==> src/rtl/piso_serializer.sv <==
// Parallel-in, serial-out shifter with a load/ready handshake. Back-to-back words
// are accepted during the last-bit cycle, so consecutive words leave no idle gap.
module piso_serializer #(
    parameter int unsigned WIDTH     = 8,
    parameter int unsigned LSB_FIRST = 0
) (
    input  logic             clk,
    input  logic             rst_n,
    input  logic [WIDTH-1:0] load_data,
    input  logic             load_valid,
    output logic             load_ready,
    input  logic             ser_en,
    output logic             ser_out,
    output logic             ser_valid,
    output logic             ser_last
);

    localparam int unsigned CntW = (WIDTH > 1) ? $clog2(WIDTH) : 1;
    localparam logic [CntW-1:0] LastCnt = CntW'(WIDTH - 1);

    typedef enum logic [0:0] {StIdle, StShift} state_e;

    state_e           state_q, state_d;
    logic [CntW-1:0]  cnt_q, cnt_d;
    logic [WIDTH-1:0] sr_q, sr_d;
    logic             out_q, out_d;
    logic             valid_q, valid_d;
    logic             last_q, last_d;

    // The bit on the wire is always at the leading end of the shift register.
    function automatic logic lead_bit(input logic [WIDTH-1:0] w);
        return (LSB_FIRST != 0) ? w[0] : w[WIDTH-1];
    endfunction

    always_comb begin
        state_d    = state_q;
        cnt_d      = cnt_q;
        sr_d       = sr_q;
        out_d      = out_q;
        valid_d    = valid_q;
        last_d     = last_q;
        load_ready = 1'b0;

        case (state_q)
            StIdle: begin
                load_ready = 1'b1;
                if (load_valid) begin
                    state_d = StShift;
                    cnt_d   = '0;
                    sr_d    = load_data;
                    out_d   = lead_bit(load_data);
                    valid_d = 1'b1;
                    last_d  = 1'b0;
                end
            end
            StShift: begin
                load_ready = last_q & ser_en;
                if (ser_en) begin
                    if (cnt_q == LastCnt) begin
                        if (load_valid) begin
                            cnt_d   = '0;
                            sr_d    = load_data;
                            out_d   = lead_bit(load_data);
                            valid_d = 1'b1;
                            last_d  = 1'b0;
                        end else begin
                            state_d = StIdle;
                            cnt_d   = '0;
                            sr_d    = '0;
                            out_d   = 1'b0;
                            valid_d = 1'b0;
                            last_d  = 1'b0;
                        end
                    end else begin
                        cnt_d  = cnt_q + CntW'(1);
                        sr_d   = (LSB_FIRST != 0) ? (sr_q >> 1) : (sr_q << 1);
                        out_d  = lead_bit(sr_d);
                        last_d = (cnt_d == LastCnt);
                    end
                end
            end
            default: begin
                state_d = StIdle;
                cnt_d   = '0;
                sr_d    = '0;
                out_d   = 1'b0;
                valid_d = 1'b0;
                last_d  = 1'b0;
            end
        endcase
    end

    always_ff @(posedge clk or negedge rst_n) begin
        if (!rst_n) begin
            state_q <= StIdle;
            cnt_q   <= '0;
            sr_q    <= '0;
            out_q   <= 1'b0;
            valid_q <= 1'b0;
            last_q  <= 1'b0;
        end else begin
            state_q <= state_d;
            cnt_q   <= cnt_d;
            sr_q    <= sr_d;
            out_q   <= out_d;
            valid_q <= valid_d;
            last_q  <= last_d;
        end
    end

    assign ser_out   = out_q;
    assign ser_valid = valid_q;
    assign ser_last  = last_q;

endmodule

==> config.mk <==
export PLATFORM = sky130hd
export DESIGN_NAME = piso_serializer
export DESIGN_NICKNAME = d
export VERILOG_FILES = /design/src/rtl/piso_serializer.sv
export SDC_FILE = /design/constraint.sdc
export NUM_CORES = 1
export LEC_CHECK = 0
export BUFFER_PORTS_ARGS = -buffer_cell sky130_fd_sc_hd__buf_4
export CORE_AREA = 2 2 59 55
export CTS_CLUSTER_SIZE = 24
export DETAILED_ROUTE_END_ITERATION = 16
export DIE_AREA = 0 0 61 57
export MAX_ROUTING_LAYER = met4
export SYNTH_ARGS = -nofsm -noshare
export SYNTH_HDL_FRONTEND = slang
export SYNTH_SLANG_ARGS = --single-unit
==> constraint.sdc <==
create_clock -name clk -period 2.8 [get_ports clk]
set_input_delay 0.28 -clock clk [delete_from_list [all_inputs] [get_ports clk]]
set_output_delay 0.28 -clock clk [all_outputs]
set_load 0.03 [all_outputs]
==> summary.txt <==
Timing
  – Worst Skew: 0.00254 ns
  – Setup Total Neg Slack: 0 ns
  – Final number of setup-violating endpoints: 0
  – Hold Vio Cnt, Final: 0
  – Peak Freq: 582 MHz
  – RSZ-0062 raised after global routing: no
  – Measured slew at the worst slew-check pin: 0.552 ns
  – Tmin final: 1.72 ns
  – Crit share post-route: 61.4%
  – Final Max Tran Viols: 0
  – Hold_ws: 0.244 ns
  – Max-slew headroom: 63.1%

Routing
  – WL/cell: 11.8 µm
  – Final wirelength: 1520 µm
  – DR DRC count: 0
  – DRT Pass-1 Iters: 4
  – Final ANT Viol Nets: 0
  – Post-DR vias/cell: 4.32
  – Vias: 557
  – Drt initial violations: 65

Power
  – Pleak: 0.441 nW
  – Sequential power share: 41.1%
  – NetSw: 0.314 mW
  – Pwr dens: 903 nW/µm²
  – Sw Ratio: 37.9%
  – Combinational fraction of design power: 40.9%
  – Max VDD drop: 0.310 mV
  – Int Pwr: 0.515 mW
  – Clock power share: 18.0%

Die
  – Site Rows: 19
  – Initial Util: 25.6%
  – Chip Width: 61 µm
  – Io pins: 16
  – Core area: 2920 µm²
  – Die area: 3480 µm²
  – Die Ht: 57 µm

Worst setup path
  – CP max stage cell: nor2b_1
  – Most Frequent Cell on Critical Path: ha_1
  – CP bufs+invs: 0
  – CP Cell Sequence: ha_1 > ha_1 > nor2b_1 > a22oi_1 > a21oi_1
  – Setup crit end kind: flip-flop
  – CP startpoint kind: flip-flop
  – Cell family with most CP delay: adder cells
  – WS Path Type: flip-flop to flip-flop
  – Critical Path Fanout Max: 7
  – WP data required: 3.01 ns
  – Max incr delay on CP: 0.45 ns
  – Critical Path AT: 1.93 ns

Clocking
  – Clock buffer depth: 2
  – Buffer count from post-CTS setup fixing: 0
  – Root buffer cell: clkbuf_4
  – Clock Sinks: 14
  – Htree depth: 1
  – CTS tree: yes
  – Clk slew on worst S/H paths: 0.09 ns
  – TritonCTS buffer count: 3
  – Clock Latency Late Sink: 0.28 ns

Final layout
  – Commonest cells after routing, fill and taps aside: buf_4 (15), dfrtp_1 (14), nor2_1 (9)
  – Area delta synth->final: 22.5%
  – Nets: 104
  – Final Util: 31.4%
  – Antenna Cells: 0
  – Share of cells above drive strength 1: 27.6%
  – # fillers: 319
  – Most common library cell in the layout ignoring fill and taps: buf_4
  – Non-Filler Instances: 129

Yosys
  – Mapped Nets: 88
  – Syn Inst Count: 72
  – Syn_area_per_cell: 10.4 µm²
  – Seq/Total Area, Yosys: 46.7%
  – Distinct cells, synth: 24
  – Syn Std Cell Area: 749 µm²
  – Synth top area share: 46.7%
  – Area contributors post-synth: dfrtp_1 (47%), a22oi_1 (7.0%), ha_1 (6.7%)
  – Yosys top cell by area: dfrtp_1
  – #FFs+latches synth: 14
  – Synth warn: 0

GRT
  – Total GRT Usage: 9.95%
  – Global route overflow: 0
  – Initial antenna violation count: 0
  – Vias in the first global route: 555
  – Pin count of the biggest net entering global routing: 17
  – Global-route wire length before repair: 2480 µm

Status
  – Status: completed

Placed design
  – Buffers on Ports: 15
  – Dpl hpwl: 1070 µm
  – Placed cells: 124
  – Final GP Congestion: 0.683

Min path
  – Hold crit path type: input pin to flip-flop

Run
  – Max cap viols: 0
final cells by class:
type                    count  area (µm²)  area share, %
flip-flops and latches     14         350           38.1
multi-input cells          48         338           36.8
repair buffers             16         123           13.4
well taps                  42        52.6           5.72
clock buffers               4        36.3           3.95
inverters                   5        18.8           2.04
stage by stage:
step	power [mW]	instance area (µm²)	setup slack [ns]
3_3_place_gp	0.669	872	1.20
3_5_place_dp	0.684	872	1.11
4_1_cts	0.838	918	1.09
6_report	0.829	918	1.08
2_1_floorplan	0.592	749	1.42
5_1_grt	0.899	918	0.971
synthesized netlist by cell type:
| cell type | count |
|---|---|
| a21bo_2 | 1 |
| nand3b_1 | 1 |
| nand2_1 | 4 |
| mux2_4 | 1 |
| dfrtp_1 | 14 |
| mux2i_1 | 3 |
| ha_1 | 4 |
| o211ai_1 | 1 |
| nor2b_1 | 1 |
| o32ai_2 | 1 |
| o31ai_1 | 1 |
| nor2_1 | 9 |
| a21o_2 | 1 |
| inv_1 | 5 |
| o21ai_2 | 1 |
| nand3_1 | 1 |
| nand4_1 | 1 |
| clkbuf_1 | 1 |
| a22oi_1 | 7 |
| a22o_1 | 1 |
| xor2_1 | 1 |
| buf_6 | 3 |
| a21oi_1 | 8 |
| buf_2 | 1 |
power groups by stage:
stage	sequential, mW	combinational [mW]	clock (mW)
5_1_grt	0.353	0.378	0.168
4_1_cts	0.341	0.342	0.155
6_report	0.341	0.339	0.150
2_1_floorplan	0.359	0.232	0
3_3_place_gp	0.340	0.329	0
3_5_place_dp	0.344	0.340	0
worst reg2reg max path, stage by stage (launching register included):
cell,delay (ns)
dfrtp_1,0.43
ha_1,0.25
ha_1,0.20
nor2b_1,0.45
a22oi_1,0.14
a21oi_1,0.18
flip-flops by register name, indices dropped and copies added (netlist names):
name / cells
cnt_q: 3
ser_last: 1
ser_out: 1
ser_valid: 1
sr_q: 7
state_q: 1
cells by family after synthesis:
logic type      synth area share, %
xor+xnor                       1.17
compound gates                 21.4
buf+inv                        8.18
flops                          46.7
mux                            6.01
fa+ha+maj                      6.68
simple gates                   9.85
metal layers:
| metal | global-route usage (%) | routed length [µm] |
|---|---|---|
| met5 | - | 0 |
| met4 | 1.86 | 0 |
| met3 | 4.08 | 86 |
| met2 | 14.0 | 668 |
| met1 | 13.6 | 764 |
worst paths after layout:
path | startpoint | end | slack, ns | cells past startpoint
hold reg to reg | ser_out | ser_out | 0.53 | 2
max in group asynchronous | rst_n | sr_q[0] | 2.25 | 2
setup reg to reg | cnt_q[0] | sr_q[1] | 1.08 | 5
setup / recovery | cnt_q[0] | sr_q[1] | 1.08 | 5
min in group asynchronous | rst_n | ser_last | 0.38 | 2
hold / removal | load_valid | cnt_q[0] | 0.24 | 2
repair_timing:
action                                  in CTS  in global routing
endpoints found under the hold margin       14                  0
resized for setup                            0                  0
endpoints found under the setup margin       0                  0
hold buffers                                 1                  0
(Power assumes the default switching activity.)
